## src/rtl/regfile_port_arbiter_if.sv

```systemverilog
// regfile_port_arbiter_if: command ports A/B and the shared read-response channel.
// The master modport is the requester/consumer side; the slave modport is the arbiter.
interface regfile_port_arbiter_if;
  localparam int unsigned OPW  = 2;
  localparam int unsigned SELW = 3;
  localparam int unsigned DW   = 8;

  logic            a_valid;
  logic            a_ready;
  logic [OPW-1:0]  a_op;
  logic [SELW-1:0] a_sel;
  logic [DW-1:0]   a_wdata;

  logic            b_valid;
  logic            b_ready;
  logic [OPW-1:0]  b_op;
  logic [SELW-1:0] b_sel;
  logic [DW-1:0]   b_wdata;

  logic            rsp_valid;
  logic            rsp_ready;
  logic            rsp_id;
  logic [DW-1:0]   rsp_d1;
  logic [DW-1:0]   rsp_d2;
  logic            rsp_err;

  modport master (
    output a_valid, a_op, a_sel, a_wdata,
    input  a_ready,
    output b_valid, b_op, b_sel, b_wdata,
    input  b_ready,
    input  rsp_valid, rsp_id, rsp_d1, rsp_d2, rsp_err,
    output rsp_ready
  );

  modport slave (
    input  a_valid, a_op, a_sel, a_wdata,
    output a_ready,
    input  b_valid, b_op, b_sel, b_wdata,
    output b_ready,
    output rsp_valid, rsp_id, rsp_d1, rsp_d2, rsp_err,
    input  rsp_ready
  );
endinterface

```

## src/rtl/regfile_port_arbiter.sv

```systemverilog
// regfile_port_arbiter: sequences write/read/pair-read/move commands from two ports
// onto the 8x8 register stack, one at a time, and returns read data on a response channel.
// Build option: RFARB_RR_EN selects round-robin tie-breaking; undefined gives port A priority.
module regfile_port_arbiter #(
  parameter logic [2:0] IDLE_REGSEL = 3'd4
) (
  input  logic                  clk,
  input  logic                  rst_n,
  regfile_port_arbiter_if.slave bus,
  output logic                  busy,
  output logic [1:0]            rf_ropsel,
  output logic [2:0]            rf_regsel,
  output logic [7:0]            rf_rdatain,
  input  logic [7:0]            rf_rdataout1,
  input  logic [7:0]            rf_rdataout2
);

  localparam int unsigned OPW  = 2;
  localparam int unsigned SELW = 3;
  localparam int unsigned DW   = 8;

  localparam logic [OPW-1:0] OP_WR   = 2'd0;
  localparam logic [OPW-1:0] OP_RD1  = 2'd1;
  localparam logic [OPW-1:0] OP_RD2  = 2'd2;
  localparam logic [OPW-1:0] OP_MOVE = 2'd3;
  // Pair read with regsel 4..7 leaves the stack's read outputs untouched.
  localparam logic [OPW-1:0] ROP_IDLE = OP_RD2;

  typedef enum logic [1:0] {
    S_IDLE  = 2'd0,
    S_ISSUE = 2'd1,
    S_CAPT  = 2'd2,
    S_RESP  = 2'd3
  } state_t;

  state_t          state;
  state_t          state_nxt;
  logic            accept;
  logic            win_b;
  logic [OPW-1:0]  win_op;
  logic [SELW-1:0] win_sel;
  logic [DW-1:0]   win_wdata;
  logic [OPW-1:0]  op_q;
  logic [SELW-1:0] sel_q;
  logic            id_q;
`ifdef RFARB_RR_EN
  logic            last_b;
`endif

  // Tie-break between the two requesters.
  always_comb begin
    win_b = 1'b0;
`ifdef RFARB_RR_EN
    if (bus.a_valid && bus.b_valid) begin
      win_b = ~last_b;
    end else begin
      win_b = bus.b_valid;
    end
`else
    win_b = bus.b_valid && !bus.a_valid;
`endif
  end

  assign win_op    = win_b ? bus.b_op    : bus.a_op;
  assign win_sel   = win_b ? bus.b_sel   : bus.a_sel;
  assign win_wdata = win_b ? bus.b_wdata : bus.a_wdata;

  // State register.
  always_ff @(posedge clk or negedge rst_n) begin
    if (!rst_n) begin
      state <= S_IDLE;
    end else begin
      state <= state_nxt;
    end
  end

  // Next-state logic and accept decision.
  always_comb begin
    state_nxt = state;
    accept    = 1'b0;
    case (state)
      S_IDLE: begin
        if (bus.a_valid || bus.b_valid) begin
          accept    = 1'b1;
          state_nxt = S_ISSUE;
        end
      end
      S_ISSUE: begin
        state_nxt = (op_q == OP_RD1 || op_q == OP_RD2) ? S_CAPT : S_IDLE;
      end
      S_CAPT: begin
        state_nxt = S_RESP;
      end
      S_RESP: begin
        if (bus.rsp_ready) begin
          state_nxt = S_IDLE;
        end
      end
      default: begin
        state_nxt = S_IDLE;
      end
    endcase
  end

  // Ready is combinational so the winner sees its handshake in the accept cycle.
  assign bus.a_ready = accept & ~win_b;
  assign bus.b_ready = accept &  win_b;

  // Command latch, stack drive, response capture and status flags.
  always_ff @(posedge clk or negedge rst_n) begin
    if (!rst_n) begin
      op_q          <= OP_WR;
      sel_q         <= '0;
      id_q          <= 1'b0;
      rf_ropsel     <= ROP_IDLE;
      rf_regsel     <= IDLE_REGSEL;
      rf_rdatain    <= '0;
      bus.rsp_valid <= 1'b0;
      bus.rsp_id    <= 1'b0;
      bus.rsp_d1    <= '0;
      bus.rsp_d2    <= '0;
      bus.rsp_err   <= 1'b0;
      busy          <= 1'b0;
`ifdef RFARB_RR_EN
      last_b        <= 1'b1;
`endif
    end else begin
      if (accept) begin
        op_q       <= win_op;
        sel_q      <= win_sel;
        id_q       <= win_b;
        rf_ropsel  <= win_op;
        rf_regsel  <= win_sel;
        rf_rdatain <= win_wdata;
`ifdef RFARB_RR_EN
        last_b     <= win_b;
`endif
      end else begin
        rf_ropsel  <= ROP_IDLE;
        rf_regsel  <= IDLE_REGSEL;
        rf_rdatain <= '0;
      end
      if (state == S_CAPT) begin
        bus.rsp_d1  <= rf_rdataout1;
        bus.rsp_d2  <= (op_q == OP_RD1) ? DW'(0) : rf_rdataout2;
        bus.rsp_err <= (op_q == OP_RD2) && sel_q[2];
        bus.rsp_id  <= id_q;
      end
      bus.rsp_valid <= (state_nxt == S_RESP);
      busy          <= (state_nxt != S_IDLE);
    end
  end

  // Move is handled entirely by the stack; the constant is kept for readability of op decoding.
  logic unused_ok;
  assign unused_ok = (OP_MOVE == 2'd3);

endmodule

```

## src/flat_wrapper.sv

```systemverilog
// flat-port wrapper written by rule: the top's interface ports become plain ports
module regfile_port_arbiter_flat 
#(
  parameter logic [2:0] IDLE_REGSEL = 3'd4
)
  (clk, rst_n, busy, rf_ropsel, rf_regsel, rf_rdatain, rf_rdataout1, rf_rdataout2, bus_a_valid, bus_a_op, bus_a_sel, bus_a_wdata, bus_a_ready, bus_b_valid, bus_b_op, bus_b_sel, bus_b_wdata, bus_b_ready, bus_rsp_valid, bus_rsp_id, bus_rsp_d1, bus_rsp_d2, bus_rsp_err, bus_rsp_ready);
  regfile_port_arbiter_if bus_i ();
  input  logic clk;
  input  logic rst_n;
  output logic busy;
  output logic [1:0] rf_ropsel;
  output logic [2:0] rf_regsel;
  output logic [7:0] rf_rdatain;
  input  logic [7:0] rf_rdataout1;
  input  logic [7:0] rf_rdataout2;
  input wire logic [$bits(bus_i.a_valid)-1:0] bus_a_valid;
  input wire logic [$bits(bus_i.a_op)-1:0] bus_a_op;
  input wire logic [$bits(bus_i.a_sel)-1:0] bus_a_sel;
  input wire logic [$bits(bus_i.a_wdata)-1:0] bus_a_wdata;
  output wire logic [$bits(bus_i.a_ready)-1:0] bus_a_ready;
  input wire logic [$bits(bus_i.b_valid)-1:0] bus_b_valid;
  input wire logic [$bits(bus_i.b_op)-1:0] bus_b_op;
  input wire logic [$bits(bus_i.b_sel)-1:0] bus_b_sel;
  input wire logic [$bits(bus_i.b_wdata)-1:0] bus_b_wdata;
  output wire logic [$bits(bus_i.b_ready)-1:0] bus_b_ready;
  output wire logic [$bits(bus_i.rsp_valid)-1:0] bus_rsp_valid;
  output wire logic [$bits(bus_i.rsp_id)-1:0] bus_rsp_id;
  output wire logic [$bits(bus_i.rsp_d1)-1:0] bus_rsp_d1;
  output wire logic [$bits(bus_i.rsp_d2)-1:0] bus_rsp_d2;
  output wire logic [$bits(bus_i.rsp_err)-1:0] bus_rsp_err;
  input wire logic [$bits(bus_i.rsp_ready)-1:0] bus_rsp_ready;
  assign bus_i.a_valid = bus_a_valid;
  assign bus_i.a_op = bus_a_op;
  assign bus_i.a_sel = bus_a_sel;
  assign bus_i.a_wdata = bus_a_wdata;
  assign bus_a_ready = bus_i.a_ready;
  assign bus_i.b_valid = bus_b_valid;
  assign bus_i.b_op = bus_b_op;
  assign bus_i.b_sel = bus_b_sel;
  assign bus_i.b_wdata = bus_b_wdata;
  assign bus_b_ready = bus_i.b_ready;
  assign bus_rsp_valid = bus_i.rsp_valid;
  assign bus_rsp_id = bus_i.rsp_id;
  assign bus_rsp_d1 = bus_i.rsp_d1;
  assign bus_rsp_d2 = bus_i.rsp_d2;
  assign bus_rsp_err = bus_i.rsp_err;
  assign bus_i.rsp_ready = bus_rsp_ready;
  regfile_port_arbiter #(.IDLE_REGSEL(IDLE_REGSEL)) u_core (.clk(clk), .rst_n(rst_n), .bus(bus_i), .busy(busy), .rf_ropsel(rf_ropsel), .rf_regsel(rf_regsel), .rf_rdatain(rf_rdatain), .rf_rdataout1(rf_rdataout1), .rf_rdataout2(rf_rdataout2));
endmodule
```

## config.mk

```make
export PLATFORM = sky130hd
export DESIGN_NAME = regfile_port_arbiter_flat
export DESIGN_NICKNAME = d
export VERILOG_FILES = /design/src/rtl/regfile_port_arbiter_if.sv /design/src/rtl/regfile_port_arbiter.sv /design/src/flat_wrapper.sv
export SDC_FILE = /design/constraint.sdc
export NUM_CORES = 1
export LEC_CHECK = 0
export ABC_AREA = 1
export BUFFER_PORTS_ARGS = -buffer_cell sky130_fd_sc_hd__buf_2
export CAP_MARGIN = 5
export CORE_ASPECT_RATIO = 0.9
export CORE_MARGIN = 2
export CORE_UTILIZATION = 44
export DETAILED_ROUTE_END_ITERATION = 8
export PLACE_DENSITY = 0.78
export SYNTH_ARGS = -nofsm -noshare
export SYNTH_HDL_FRONTEND = slang
export SYNTH_SLANG_ARGS = --single-unit
```

## constraint.sdc

```tcl
create_clock -name clk -period 1.3 [get_ports clk]
set_input_delay 0.065 -clock clk [delete_from_list [all_inputs] [get_ports clk]]
set_output_delay 0.065 -clock clk [all_outputs]
set_load 0.005 [all_outputs]
```

* Yosys cells after proc, flatten, opt, wreduce, memory -nomap -nowiden
Index checks and enable logic that the tools add are counted.
** Word-level totals
- Bits in registers :: 41
- Bits in latches :: 0
- Memory bits (writable) :: 0
- Memory bits (read-only) :: 0
- Bits of input ports :: 47
- Word-level logic and storage cells :: 42
- Memories kept :: 0
** Operators by class
- Add/sub/neg operators :: 0
- Multiply operators :: 0
- Div/mod/pow operators :: 0
- Magnitude comparators :: 0
- Equality and inequality tests :: 6
- Shifts and indexed selects :: 0
- Mux-type cells :: 13
- Bitwise logic cells :: 3
- Reductions and logical operators :: 7
** Operator list (number)
- 8-bit 2-to-1 mux :: 3
- 2-bit 2-to-1 mux :: 5
- 2-bit equality test, second input constant :: 4
- 2-bit case mux with 4 select lines :: 1
- 3-bit 2-to-1 mux :: 2
- 2-bit by 1-bit equality test with 1-bit output, second input constant :: 2
- 1-bit bitwise AND :: 2
- 1-bit logical AND :: 2
- 2-bit logical NOT :: 1
- 1-bit logical OR :: 2
- 1-bit 2-to-1 mux :: 2
- 2-bit nonzero test :: 1
- 1-bit logical NOT :: 1
- 1-bit NOT :: 1

* Logic depth before layout (Yosys ltp)
- Depth in word-level cells :: 5
- Gate-level depth with buffers :: 6
- Gate-level depth less buffers :: 6

* Least setup slack after synthesis
OpenSTA, ideal clock, no wires.
- Path kind :: flip-flop to flip-flop
- From :: register u_core.state[0]
- To :: register u_core.bus.rsp_d2[7]
- Library setup time :: 0.117 ns
- Arrival time :: 0.959 ns
- Required time :: 1.183 ns
- Path slack :: 0.223 ns
- Cell stages (with the launch flop) :: 6
- Clock period less this slack :: 1.077 ns
- Path through :: dfrtp_1 -> nor2_4 -> inv_2 -> buf_6 -> nand2_1 -> nand2_1
** Between the ends
- Word-level cells in the longest chain between the ends :: 1
** Ends and longest elaborated chain
- from (decl) :: RTL line regfile_port_arbiter.sv:36 : state_t state;
- from (signal assigned) :: RTL line regfile_port_arbiter.sv:73 : state <= state_nxt;
- 2-bit equality test :: RTL line regfile_port_arbiter.sv:143 : if (state == S_CAPT) begin
- to (signal assigned) :: RTL line regfile_port_arbiter.sv:145 : bus.rsp_d2 <= (op_q == OP_RD1) ? DW'(0) : rf_rdataout2;
- to (decl) :: RTL line regfile_port_arbiter_if.sv:41 : output rsp_valid, rsp_id, rsp_d1, rsp_d2, rsp_err,
Every way passes these cells.
A chain may end at the register's enable or synchronous reset.

* Worst setup path in the final report
- From :: register u_core.state[0]
- To :: output bus_a_ready
** Between the ends
- Word-level cells in the longest chain between the ends :: 3
** Ends and longest elaborated chain
- 2-bit logical NOT :: RTL line regfile_port_arbiter.sv:81 : case (state)
- 1-bit 2-to-1 mux :: RTL line regfile_port_arbiter.sv:81
- 1-bit bitwise AND :: RTL line regfile_port_arbiter.sv:106 : assign bus.a_ready = accept & ~win_b;
- to (decl) :: RTL line flat_wrapper.sv:20 : output wire logic [$bits(bus_i.a_ready)-1:0] bus_a_ready;
Every way passes these cells.

==> out/metrics.cfg <==
[clock_tree]
clock-root-buffer=clkbuf_8
cts_tree=yes
clockBufferDepth=2
h-tree-depth=2
path_clk_slew_ns=0.07
cts.sinks=39
clkLatencyLatePin_ns=0.29
cts_buffers=5

[drt]
ant_nets=0
drt_first_pass_iters=6
via_per_inst=4.633
wl_per_cell_um=12.53
drt_iter0_drc=87
finalWirelength_mm=4.337
drc=0
via_count=1603

[logic_synthesis]
post_synth.cell_area_avg_um2=9.003
syn-num-nets=223
yosysSeqAreaShare_pct=62.46
synth_top_family_by_area=simple AND/OR/NAND/NOR gates
synth_mux_area_share_pct=0
yosys_warnings=0
synth_fa_ha_area_share_pct=1.597
synth_simple_gate_area_share_pct=30.51
synth-seq-cells=39
synthDistinctLibCells=15
synth_top_cell_by_area=dfrtp_1
synth_xor_area_share_pct=0
synth_area_leaders=dfrtp_1, nand2_1, nand3_1, dfstp_2, inv_1
synth_compound_area_share_pct=0.6390
synth_top_area_share_pct=59.11
synth_cells=174
synthesis.area_um2=1567

[final_layout]
multi_input_area_um2=520.5
layout-drive-gt1-share_pct=35.76
layout_commonest_cell=nand2_1
final_cell_mix=nand2_1, buf_2, dfrtp_1
finalInstanceArea_um2=2507
area_delta_synth_final_pct=60.06
nets=350
num_antenna_cells=0
nFillCells=266
regArea_um2=979.7

[setup_path]
cpMostUsedCell=nor2_4
rr_startpoint=u_core.state[0]$_DFF_PN0_
cp.required_ns=1.24
crit_type=reg2out
r2r_cells=7
regToRegSetupSlack_ns=0.12
cp.arrival_ns=1.23
worstPathMaxFanout=8
critical-path-slowest-cell=dfrtp_2
crit_chain=nor2_4, inv_2, nor2_4, buf_12, buf_6
r2r-end=u_core.rf_rdatain[0]$_DFF_PN0_
cpPeakStageDelay_ns=0.42
critPathLaunchType=flop
worst_setup_path_end_kind=output port

[sta]
final.setup.tns_ns=0
whs_ns=0.006293
worst_pin_slew_ns=0.4288
period_share_pct=99.38
fmax_mhz=774.1
period_needed_ns=1.292
clock_skew_ns=0.004806
final_max_slew_viol_count=0
rsz0062_at_grt=true
setup_viol=0
timing.final.hold_violations=0
max-slew-margin-rel_pct=71.42

[global_route]
grt.busiest_layer=met2
gr-usage-met2_pct=39.86
grt_first_pass_wirelength_mm=6.596
grt_use_met1_pct=25.79
antenna_found_initial=0
grt_pass1_vias=1511
grt.overflow.total=0
grt_usage_pct=22.46
grt_max_degree=21
use_met3_pct=6.494

[placed_design]
portBuffers=81
hpwl_mm=2.441
gp_congestion=0.7988
place_area_um2=2051

[min_path]
hp-start=rf_rdataout2[6]
worstHoldPathType=in2reg
hold_depth=3
hold_path_end=u_core.bus.rsp_d2[6]$_DFFE_PN0P_

[power]
cellPowerDensity_nw_per_um2=1828
leakagePower_nw=1.457
irDropWorstVdd_uv=964.9

[die]
io_pins=82
rows=20
die_x_um=66.90
die_y_um=60.61
core_um2=3403
dieArea_um2=4054
floorplan.initialDensity_pct=46.03

[status]
status=completed

[job]
max_cap_viol_count=0

worst max-delay path: cells and delay by family, from the launching register on:
family / cells / cell delay [ns]
buffers and inverters: 3 / 0.29
flip-flops: 1 / 0.42
AND/OR/NAND/NOR: 2 / 0.24
routing by layer:
layer,part of all wire [%],vias up
li1,-,790
met1,40,739
met2,51,64
met3,6.2,10
met4,2.1,0
met5,0,-
cells in the mapped netlist:
library cell	instances
buf_6	1
buf_4	3
inv_1	8
nand2_1	92
nor2_4	2
inv_2	3
nor2_2	1
a21oi_1	1
nand3_1	17
dfstp_2	2
dfrtp_1	37
nand3b_1	1
o21ai_0	1
nor2_1	3
ha_1	2
sequential cells by signal, indices dropped and copies added (netlist names), 2 cells and up:
name,cells
u_core.bus.rsp_d1,8
u_core.bus.rsp_d2,8
u_core.rf_rdatain,8
u_core.rf_regsel,3
u_core.op_q,2
u_core.rf_ropsel,2
u_core.state,2
worst max-delay path by stage:
stage | startpoint | endpoint | slack (ns) | depth (start not counted)
after floorplan | u_core.state[0]$_DFF_PN0_ | u_core.bus.rsp_d2[7]$_DFFE_PN0P_ | 0.22 | 5
after global placement | u_core.state[0]$_DFF_PN0_ | bus_b_ready | 0.19 | 5
after detailed placement | u_core.state[0]$_DFF_PN0_ | u_core.rf_rdatain[1]$_DFF_PN0_ | 0.16 | 6
after CTS | u_core.state[1]$_DFF_PN0_ | bus_a_ready | 0.01 | 5
after global routing | u_core.state[0]$_DFF_PN0_ | bus_a_ready | -0.04 | 5
final | u_core.state[0]$_DFF_PN0_ | bus_a_ready | 0.008 | 5
cells by family after synthesis:
| family | after synthesis |
|---|---|
| AOI/OAI and AO/OA | 2 |
| buffers and inverters | 15 |
| DFF | 39 |
| and+or+nand+nor | 116 |
| adders and majority gates | 2 |
timing repair:
action,in CTS,in global routing
resized for setup,2,3
endpoints found under the hold margin,36,0
pin swaps,1,1
hold buffers,31,0
setup buffers,4,2
setup endpoints to repair,2,2
metrics by stage:
step / total power [mW] / setup WS [ns] / cells / utilization, %
2_1_floorplan: 2.875 / 0.2231 / 174 / -
3_3_place_gp: 3.556 / 0.1906 / 301 / 60.26
3_5_place_dp: 3.600 / 0.1555 / 301 / 60.26
4_1_cts: 4.543 / 0.01375 / 344 / 72.79
5_1_grt: 4.983 / -0.03532 / 346 / 73.68
6_report: 4.584 / 0.008106 / 346 / 73.68
power breakdown:
group,leakage (nW),switching (mW),total (mW),internal (mW)
clock,0.0395,0.383,0.764,0.381
sequential,0.492,0.226,1.94,1.71
combinational,0.926,1.01,1.88,0.876
total,1.46,1.61,4.58,2.97
layout make-up:
type | count | share of cell area [%]
tap | 44 | 2.196
multi-input combinational | 120 | 20.76
clock buffer | 8 | 3.194
inverter | 11 | 1.647
timing repair buffer | 124 | 33.13
sequential | 39 | 39.07
(Power assumes the default switching activity.)
